==> config.mk <==
export PLATFORM = sky130hd
export DESIGN_NAME = hms_clock_core
export DESIGN_NICKNAME = d
export VERILOG_FILES = /design/src/rtl/hms_clock_core.sv
export SDC_FILE = /design/constraint.sdc
export NUM_CORES = 1
export LEC_CHECK = 0
export BUFFER_PORTS_ARGS = -buffer_cell sky130_fd_sc_hd__buf_2
export CORE_UTILIZATION = 30
export CTS_CLUSTER_SIZE = 8
export DETAILED_ROUTE_END_ITERATION = 8
export GPL_TIMING_DRIVEN = 0
export PLACE_DENSITY = 0.43
export SETUP_SLACK_MARGIN = 0.02
export SYNTH_ARGS = -nofsm -noshare
export SYNTH_HDL_FRONTEND = slang
export SYNTH_SLANG_ARGS = --single-unit
==> constraint.sdc <==
create_clock -name clk -period 2.95 [get_ports clk]
set_clock_uncertainty 0.05 [all_clocks]
set_input_delay 0.59 -clock clk [delete_from_list [all_inputs] [get_ports clk]]
set_output_delay 0.59 -clock clk [all_outputs]
set_load 0.05 [all_outputs]
==> src/rtl/hms_clock_core.sv <==
// hms_clock_core: hour/minute/second timekeeping core with a switch debouncer,
// a setup-mode controller and a blink mask for the display chain.
// Everything runs on clk; the seconds, debounce and blink rates are clock enables.
module hms_clock_core #(
  parameter int TICK_DIV  = 50000000,
  parameter int DEB_DIV   = 500000,
  parameter int BLINK_DIV = 25000000,
  parameter int HOUR12    = 0
) (
  input  logic       clk,
  input  logic       rst_n,
  input  logic       i_sw0,
  input  logic       i_sw1,
  input  logic       i_sw2,
  output logic [5:0] o_sec,
  output logic [5:0] o_min,
  output logic [4:0] o_hour,
  output logic       o_pm,
  output logic       o_mode,
  output logic [1:0] o_position,
  output logic [2:0] o_blank,
  output logic       o_day_tick
);

  localparam int TICK_W  = (TICK_DIV  > 1) ? $clog2(TICK_DIV)  : 1;
  localparam int DEB_W   = (DEB_DIV   > 1) ? $clog2(DEB_DIV)   : 1;
  localparam int BLINK_W = (BLINK_DIV > 1) ? $clog2(BLINK_DIV) : 1;

  localparam logic [TICK_W-1:0]  TICK_MAX  = TICK_W'(TICK_DIV - 1);
  localparam logic [DEB_W-1:0]   DEB_MAX   = DEB_W'(DEB_DIV - 1);
  localparam logic [BLINK_W-1:0] BLINK_MAX = BLINK_W'(BLINK_DIV - 1);

  localparam logic [4:0] HOUR_RESET = (HOUR12 != 0) ? 5'd12 : 5'd0;

  localparam logic [1:0] POS_SEC  = 2'd0;
  localparam logic [1:0] POS_MIN  = 2'd1;
  localparam logic [1:0] POS_HOUR = 2'd2;

  typedef enum logic {CLOCK = 1'b0, SETUP = 1'b1} mode_t;

  mode_t mode_q, mode_d;

  logic [DEB_W-1:0]   deb_cnt;
  logic               deb_strobe, deb_strobe_q;
  logic [2:0]         sw_s1, sw_s2, sw_ev;
  logic [TICK_W-1:0]  tick_cnt;
  logic               sec_tick;
  logic [BLINK_W-1:0] blink_cnt_q, blink_cnt_d;
  logic               phase_q, phase_d;
  logic [5:0]         sec_q, sec_d, min_q, min_d;
  logic [4:0]         hour_q, hour_d, hour_inc;
  logic               pm_q, pm_d, pm_inc, hour_wrap;
  logic [1:0]         pos_q, pos_d;
  logic [2:0]         blank_q, blank_d;
  logic               day_q, day_d;

  assign deb_strobe = (deb_cnt == DEB_MAX);
  assign sw_ev      = {3{deb_strobe_q}} & sw_s2 & ~sw_s1;
  assign sec_tick   = (mode_q == CLOCK) && (tick_cnt == TICK_MAX);

  // Sample the raw switches on the debounce strobe; a press is a released-then-pressed pair of samples
  always_ff @(posedge clk or negedge rst_n) begin
    if (!rst_n) begin
      deb_cnt      <= '0;
      deb_strobe_q <= 1'b0;
      sw_s1        <= 3'b111;
      sw_s2        <= 3'b111;
    end else begin
      deb_strobe_q <= deb_strobe;
      if (deb_strobe) begin
        deb_cnt <= '0;
        sw_s1   <= {i_sw2, i_sw1, i_sw0};
        sw_s2   <= sw_s1;
      end else begin
        deb_cnt <= deb_cnt + DEB_W'(1);
      end
    end
  end

  // Seconds prescaler runs only while keeping time so leaving setup restarts a full second
  always_ff @(posedge clk or negedge rst_n) begin
    if (!rst_n) begin
      tick_cnt <= '0;
    end else if (mode_q == SETUP || sec_tick) begin
      tick_cnt <= '0;
    end else begin
      tick_cnt <= tick_cnt + TICK_W'(1);
    end
  end

  // Next hour value shared by timekeeping carry and setup increment, with the 12 h PM handling
  always_comb begin
    hour_inc  = hour_q + 5'd1;
    pm_inc    = pm_q;
    hour_wrap = 1'b0;
    if (HOUR12 != 0) begin
      if (hour_q == 5'd12) begin
        hour_inc = 5'd1;
      end else if (hour_q == 5'd11) begin
        pm_inc    = ~pm_q;
        hour_wrap = pm_q;
      end
    end else if (hour_q == 5'd23) begin
      hour_inc  = 5'd0;
      hour_wrap = 1'b1;
    end
  end

  // Mode FSM state register
  always_ff @(posedge clk or negedge rst_n) begin
    if (!rst_n) begin
      mode_q <= CLOCK;
    end else begin
      mode_q <= mode_d;
    end
  end

  // Mode transitions, time counting, setup edits and the blink mask for the next cycle
  always_comb begin
    mode_d      = mode_q;
    pos_d       = pos_q;
    sec_d       = sec_q;
    min_d       = min_q;
    hour_d      = hour_q;
    pm_d        = pm_q;
    day_d       = 1'b0;
    blink_cnt_d = '0;
    phase_d     = 1'b0;
    blank_d     = 3'b000;
    case (mode_q)
      CLOCK: begin
        if (sec_tick) begin
          if (sec_q == 6'd59) begin
            sec_d = 6'd0;
            if (min_q == 6'd59) begin
              min_d  = 6'd0;
              hour_d = hour_inc;
              pm_d   = pm_inc;
              day_d  = hour_wrap;
            end else begin
              min_d = min_q + 6'd1;
            end
          end else begin
            sec_d = sec_q + 6'd1;
          end
        end
        if (sw_ev[0]) begin
          mode_d = SETUP;
          pos_d  = POS_SEC;
        end
      end
      default: begin
        if (sw_ev[0]) begin
          mode_d = CLOCK;
        end else begin
          if (sw_ev[2]) begin
            case (pos_q)
              POS_SEC:  sec_d = (sec_q == 6'd59) ? 6'd0 : sec_q + 6'd1;
              POS_MIN:  min_d = (min_q == 6'd59) ? 6'd0 : min_q + 6'd1;
              default: begin
                hour_d = hour_inc;
                pm_d   = pm_inc;
              end
            endcase
          end
          if (sw_ev[1]) begin
            case (pos_q)
              POS_SEC: pos_d = POS_MIN;
              POS_MIN: pos_d = POS_HOUR;
              default: pos_d = POS_SEC;
            endcase
          end
        end
      end
    endcase
    if (mode_q == SETUP && mode_d == SETUP) begin
      if (blink_cnt_q == BLINK_MAX) begin
        phase_d = ~phase_q;
      end else begin
        blink_cnt_d = blink_cnt_q + BLINK_W'(1);
        phase_d     = phase_q;
      end
    end
    if (mode_d == SETUP && phase_d) begin
      case (pos_d)
        POS_SEC:  blank_d = 3'b001;
        POS_MIN:  blank_d = 3'b010;
        default:  blank_d = 3'b100;
      endcase
    end
  end

  // Time, position, blink and output registers
  always_ff @(posedge clk or negedge rst_n) begin
    if (!rst_n) begin
      sec_q       <= 6'd0;
      min_q       <= 6'd0;
      hour_q      <= HOUR_RESET;
      pm_q        <= 1'b0;
      pos_q       <= POS_SEC;
      blink_cnt_q <= '0;
      phase_q     <= 1'b0;
      blank_q     <= 3'b000;
      day_q       <= 1'b0;
    end else begin
      sec_q       <= sec_d;
      min_q       <= min_d;
      hour_q      <= hour_d;
      pm_q        <= pm_d;
      pos_q       <= pos_d;
      blink_cnt_q <= blink_cnt_d;
      phase_q     <= phase_d;
      blank_q     <= blank_d;
      day_q       <= day_d;
    end
  end

  assign o_sec      = sec_q;
  assign o_min      = min_q;
  assign o_hour     = hour_q;
  assign o_pm       = pm_q;
  assign o_mode     = mode_q;
  assign o_position = pos_q;
  assign o_blank    = blank_q;
  assign o_day_tick = day_q;

endmodule

==> results of run 1 <==
==> how the worst max path moves through the flow <==
stage	cells after the start	startpoint	slack, ps	end
after global placement	1	rst_n	-10	blink_cnt_q[22]
after floorplan	6	o_min[0]	750	o_hour[4]
after CTS	8	blink_cnt_q[9]	390	blink_cnt_q[13]
after detailed placement	8	blink_cnt_q[9]	400	blink_cnt_q[14]
after global routing	8	blink_cnt_q[9]	210	blink_cnt_q[13]
final	8	blink_cnt_q[9]	390	blink_cnt_q[13]
==> cells by family (layout without fill, tap and decap cells) <==
kind of cell / count (synthesis) / count (layout) / share of synthesized area
muxes: 20 / 20 / 0.0436
adders and majority gates: 8 / 8 / 0.0201
AOI/OAI and AO/OA: 23 / 23 / 0.0361
xor gates and xnor gates: 66 / 66 / 0.116
and+or+nand+nor: 244 / 244 / 0.250
buffers and inverters: 25 / 70 / 0.0208
DFF: 102 / 102 / 0.513
other: 1 / 1 / 0.000752
==> area by class of cell <==
class | count | area, um^2
fill | 1629 | 10300
sequential | 102 | 2560
multi-input combinational | 362 | 2320
tap | 216 | 270
clock buffer | 12 | 267
timing repair buffer | 29 | 170
buffer | 13 | 58.8
inverter | 12 | 45.0
clock inverter | 4 | 20.0
==> worst max-delay path, delay by kind of cell, from the launching register on <==
kind	cells	cell delay [ps]
buffers and inverters	3	840
DFF	1	360
and+or+nand+nor	5	1160
==> per-layer routing <==
metal / share of wire / up-vias / GRT usage
met2: 0.46 / 35 / 0.208
met3: 0.031 / 5 / 0.0379
met1: 0.50 / 1757 / 0.177
met5: 0 / - / 0
li1: - / 1754 / -
met4: 0.0067 / 0 / 0.0270
==> flip-flops by register name (all words and copies together) (netlist names), 2 cells and up <==
register / count
tick_cnt: 26
blink_cnt_q: 25
deb_cnt: 19
o_min: 6
o_sec: 6
o_hour: 5
o_blank: 3
sw_s1: 3
sw_s2: 3
o_position: 2
==> power by group through the flow <==
| stage | Clock (mW) | Combinational [mW] | Sequential, mW |
|---|---|---|---|
| after floorplan | 0 | 0.00383 | 1.43 |
| after global placement | 0 | 0.0373 | 1.42 |
| after detailed placement | 0 | 0.0426 | 1.42 |
| after CTS | 1.20 | 0.0426 | 1.40 |
| after global routing | 1.25 | 0.0469 | 1.40 |
| final | 1.16 | 0.0392 | 1.40 |
==> synth_stat cells, drive strengths merged (3+ instances only) <==
master and instances:
a211o 3, a21oi 5, a22o 3, and2 4
and3 13, and4 3, and4b 3, buf 4
clkbuf 9, dfrtp 96, dfstp 6, ha 8
inv 12, mux2 14, mux2i 6, nand2 38
nand2b 4, nand3 27, nand4 23, nor2 86
nor2b 8, nor3 13, nor3b 3, nor4 7
nor4b 4, xnor2 17, xor2 49
==> metrics by stage <==
| step | area, um^2 | instances | total power [mW] | setup TNS, ps | worst slack (ps) |
|---|---|---|---|---|---|
| floorplan | 4990 | 489 | 1.43 | 0 | 748 |
| global placement | 5400 | 733 | 1.46 | -378 | -13.6 |
| detailed placement | 5430 | 734 | 1.47 | 0 | 403 |
| CTS | 5720 | 750 | 2.64 | 0 | 392 |
| global route | 5720 | 750 | 2.70 | 0 | 211 |
| finish | 5720 | 750 | 2.59 | 0 | 392 |
==> summary.txt, run 1 <==
status - finished, final reports clean
P_int - 2.04 mW
Final nets - 542
final-report setup violation count - 0
pwr/cell area - 454 mW/mm^2
Avg Cell Area, Syn - 10.2 um^2
register area share after synthesis - 0.513
LEAKAGE - 2.61 nW
max cap viols - 0
sequential power share - 0.539
EDFF count, synth - 0
TritonCTS Sinks - 102
Syn Nets - 502
fraction of layout cells with a size suffix above 1 - 0.140
TritonCTS clock tree - built
Vias/cell - 4.73
min Tclk post-route - 2560 ps
cell row count - 46
routability cong. - 0.742
hold slack - 152 ps
Worst Max-Slew Pin Slew - 1140 ps
Area contributors post-synth - dfrtp_1, xor2_1, nor2_1
critical path class - reg -> reg
RSZ-0062 raised after global routing - false
Register-to-Register Path Depth - 8
Total GRT Usage - 0.131
H-tree levels - 3
IO buf count - 28
crit-path most repeated cell - clkbuf_1
CTS Buffer Depth - 2
fin. max-slew vios - 0
share of the synthesized area in the top cell type - 0.482
HP Class - in -> async
Most used DFF post-synth - dfrtp_1
die area - 0.0171 mm^2
Post-Syn Instances - 489
I/O Pins - 30
Root Buffer - clkbuf_16
drt first pass iters - 5
Peak Freq - 391 MHz
total CTS buffers - 9
top cell type by total area after synthesis - dfrtp_1
async set-reset flop share out of synthesis - 1.00
area grow syn2layout - 14.6%
endpoint of the worst register-to-register path - blink_cnt_q[13]
switch share - 0.213
Peak VDD IR - 0.254 mV
final worst-path cycle share - 0.867
ANT cells - 0
Syn. warnings - 0
worst r2r src - blink_cnt_q[9]
NetSw - 0.552 mW
Slowest-stage cell, CP - nor4b_1
CP startpoint kind - flop
vias in the first global route - 3523
core area - 0.0161 mm^2
Post CTS Setup Buffer Count - 0
initial antenna violation count - 0
most frequent cells in the layout - dfrtp_1, nor2_1, xor2_1, nand2_1, buf_2
Synth cell types - 51
Starting Density - 0.311
crit-path max cell delay - 450 ps
via count - 3551
DR WL/cell - 13.5 um
drt drc - 0
routed wire length - 10100 um
CP Max Fanout - 10
Syn Std Cell Area - 0.00499 mm^2
die width - 131 um
clock latency on the worst-skew pair - 350 ps
cts repair resizes - 0
final global-route overflow total - 0
Final Hold Fails - 0
CP Cell Sequence - clkbuf_1 > nor4b_1 > and4b_1 > and4b_1 > nand2b_1 > clkbuf_1 > clkbuf_1 > nor2_1
crit end category - flop
antenna-violating nets left - 0
reg2reg setup slack - 390 ps
1st-iter DRT viols - 176
commonest non-fill, non-tap cell in the layout - dfrtp_1
CTS Hold Buffers Added - 0
largest net degree at the start of global routing - 69
first-pass GRT wire length - 17600 um
WP data required - 3120 ps
Reg clk slew, reported paths - 70 ps
combinational share of power - 0.015
clock group share of total power - 0.446
Chip Height - 131 um
register bit total from synthesis - 102
headroom to the max-slew limit - 0.232
Final Util - 0.356
dpl hpwl - 7030 um
crit path DAT - 2720 ps
(Power assumes the default switching activity.)
==> run 2: changes to the inputs <==
--- a/config.mk
+++ b/config.mk
@@ -5,12 +5,14 @@
 export SDC_FILE = /design/constraint.sdc
 export NUM_CORES = 1
 export LEC_CHECK = 0
+export ABC_AREA = 1
 export BUFFER_PORTS_ARGS = -buffer_cell sky130_fd_sc_hd__buf_2
 export CORE_UTILIZATION = 30
 export CTS_CLUSTER_SIZE = 8
 export DETAILED_ROUTE_END_ITERATION = 8
 export GPL_TIMING_DRIVEN = 0
 export PLACE_DENSITY = 0.43
+export RECOVER_POWER = 100
 export SETUP_SLACK_MARGIN = 0.02
 export SYNTH_ARGS = -nofsm -noshare
 export SYNTH_HDL_FRONTEND = slang
==> run 2 against run 1 <==
Register-to-register slack better by 270 ps. Via count is 41% higher. Sequential share of layout area fell by 5.7 points.
==> summary.txt, run 2 <==
status - finished, final reports clean
pwr/cell area - 421 mW/mm^2
core area - 0.0189 mm^2
clock latency on the worst-skew pair - 350 ps
Avg Cell Area, Syn - 7.39 um^2
Peak VDD IR - 0.269 mV
Largest regs - tick_cnt: 26 flops, blink_cnt_q: 25 flops, deb_cnt: 19 flops
vias in the first global route - 5071
Root Buffer - clkbuf_16
placed cells - 1080
switch share - 0.220
cell row count - 50
final setup margin - 659 ps
Chip Height - 142 um
TritonCTS clock tree - built
TritonCTS Sinks - 102
CP delay by family, top - simple AND/OR/NAND/NOR gates
final-report setup violation count - 0
Fin Setup TNS - 0 ps
register bit total from synthesis - 102
worst slack at placement - 835 ps
crit-path most repeated cell - nand2_1
async set-reset flop share out of synthesis - 1.00
Syn Std Cell Area - 0.00585 mm^2
hold slack - 402 ps
die width - 142 um
initial antenna violation count - 0
drt first pass iters - 4
drt drc - 0
NetSw - 0.607 mW
RSZ-0062 raised after global routing - false
register area share after synthesis - 0.438
headroom to the max-slew limit - 0.216
die area - 0.0201 mm^2
final worst-path cycle share - 0.777
Syn Nets - 804
placed inst area - 0.00634 mm^2
EDFF count, synth - 0
post-route insts no fill - 1096
Final nets - 844
Worst Max-Slew Pin Slew - 1180 ps
routability cong. - 0.867
I/O Pins - 30
Post CTS Setup Buffer Count - 0
Reg clk slew, reported paths - 70 ps
reg2reg setup slack - 660 ps
routed wire length - 14200 um
min Tclk post-route - 2290 ps
area grow syn2layout - 12.0%
crit-path max cell delay - 440 ps
commonest non-fill, non-tap cell in the layout - nand2_1
worst r2r src - tick_cnt[0]
count leader, synth - nand2_1
Peak Freq - 436 MHz
Post-Syn Instances - 791
critical path class - reg -> reg
final global-route overflow total - 0
share of the synthesized area in the top cell type - 0.411
via count - 5018
CP Cell Sequence - ha_1 > nand2_1 > nor2_1 > nand3_2 > nor2_1 > nand2_1 > nand2_1 > buf_12 > nand2_1 > nand2_1 > o21ai_0
IO buf count - 28
Register-to-Register Path Depth - 11
Final Util - 0.346
endpoint of the worst register-to-register path - o_min[3]
Vias/cell - 4.58
crit path buf inv count - 1
P_int - 2.15 mW
largest net degree at the start of global routing - 61
cts repair resizes - 0
combinational share of power - 0.014
total CTS buffers - 9
DR WL/cell - 12.9 um
Synth cell types - 38
WP data required - 3130 ps
crit end category - flop
Synth top cells by count - nand2_1, nor2_1, inv_1, dfrtp_1, nand3_1
most frequent cells in the layout - nand2_1, nor2_1, inv_1, dfrtp_1, nand3_1
Largest register FFs - 26
CP Max Fanout - 10
Area contributors post-synth - dfrtp_1, nand2_1, nor2_1
CP startpoint kind - flop
LEAKAGE - 2.83 nW
Worst Hold End - sw_s1[1]
Most flops, register - tick_cnt
ANT cells - 0
CTS Buffer Depth - 2
Final Cell Area - 0.00655 mm^2
Syn. warnings - 0
crit path DAT - 2470 ps
H-tree levels - 3
HP Class - in -> reg
Final Hold Fails - 0
CTS Hold Buffers Added - 0
HP Start - i_sw1
dpl hpwl - 10600 um
clock group share of total power - 0.480
fin. max-slew vios - 0
max cap viols - 0
Power Total - 2.76 mW
top cell type by total area after synthesis - dfrtp_1
sequential power share - 0.506
1st-iter DRT viols - 294
Starting Density - 0.309
antenna-violating nets left - 0
first-pass GRT wire length - 24400 um
Slowest-stage cell, CP - nor2_1
Most used DFF post-synth - dfrtp_1
Hold Path Depth - 3
Total GRT Usage - 0.152
Fill cells - 2049
fraction of layout cells with a size suffix above 1 - 0.0574
[run 2: cell types whose count changed after synthesis, sizes merged, moves of 9 or more]
cell / change
nand2: +163
inv: +89
nor2: +69
nand3: +36
xor2: -26
o21ai: +25
mux2: -14
and3: -13
nor3: +13
nand4: +11
a21oi: +10
xnor2: -9
[run 2: how the worst max path moves through the flow]
stage | startpoint | end | slack [ps] | cells past startpoint
finish | tick_cnt[0] | o_min[3] | 660 | 11
global route | tick_cnt[0] | o_min[5] | 340 | 11
CTS | blink_cnt_q[0] | blink_cnt_q[18] | 820 | 9
detailed placement | blink_cnt_q[0] | blink_cnt_q[24] | 830 | 9
global placement | rst_n | deb_cnt[17] | -30 | 1
floorplan | o_sec[0] | o_hour[3] | 940 | 8
[run 2: layout make-up]
class                           count  area (um^2)  area share
Timing Repair Buffer               29          138      0.0210
Sequential cell                   102         2560       0.391
Multi-Input combinational cell    577         2750       0.420
Buffer                             10         68.8      0.0105
Clock inverter                      7         95.1      0.0145
Clock buffer                        9          225      0.0344
Tap cell                          260          325      0.0497
Inverter                          102          383      0.0585
[run 2: power groups by stage]
stage          Combinational [mW]  Sequential (mW)  Clock, mW
2_1_floorplan             0.00379             1.43          0
3_3_place_gp               0.0362             1.42          0
3_5_place_dp               0.0426             1.42          0
4_1_cts                    0.0426             1.40       1.38
5_1_grt                    0.0458             1.40       1.43
6_report                   0.0385             1.40       1.32
[run 2: cell families (layout without fill, tap and decap cells)]
| family | Yosys count | in the layout | share of synthesized area |
|---|---|---|---|
| AO/OA/AOI/OAI | 43 | 43 | 0.0389 |
| XOR/XNOR | 31 | 31 | 0.0464 |
| adder cells (fa/ha/maj) | 8 | 8 | 0.0171 |
| buffers and inverters | 112 | 157 | 0.0777 |
| flip-flops | 102 | 102 | 0.438 |
| other | 1 | 1 | 0.000641 |
| AND/OR/NAND/NOR | 494 | 494 | 0.381 |
[run 2: routing by layer]
metal | vias to the layer above | track usage | part of all wire
met5 | - | 0 | 0
met4 | 0 | 0.0441 | 0.013
met3 | 13 | 0.0287 | 0.026
met2 | 58 | 0.261 | 0.47
met1 | 2352 | 0.195 | 0.49
li1 | 2595 | - | -
[run 2: worst reg2reg max path, delay by kind of cell (launching register included)]
| kind | cells | cell delay [ps] |
|---|---|---|
| DFF | 1 | 390 |
| AOI/OAI and AO/OA | 1 | 80 |
| and+or+nand+nor | 8 | 1280 |
| buffers and inverters | 1 | 150 |
| adders and majority gates | 1 | 200 |
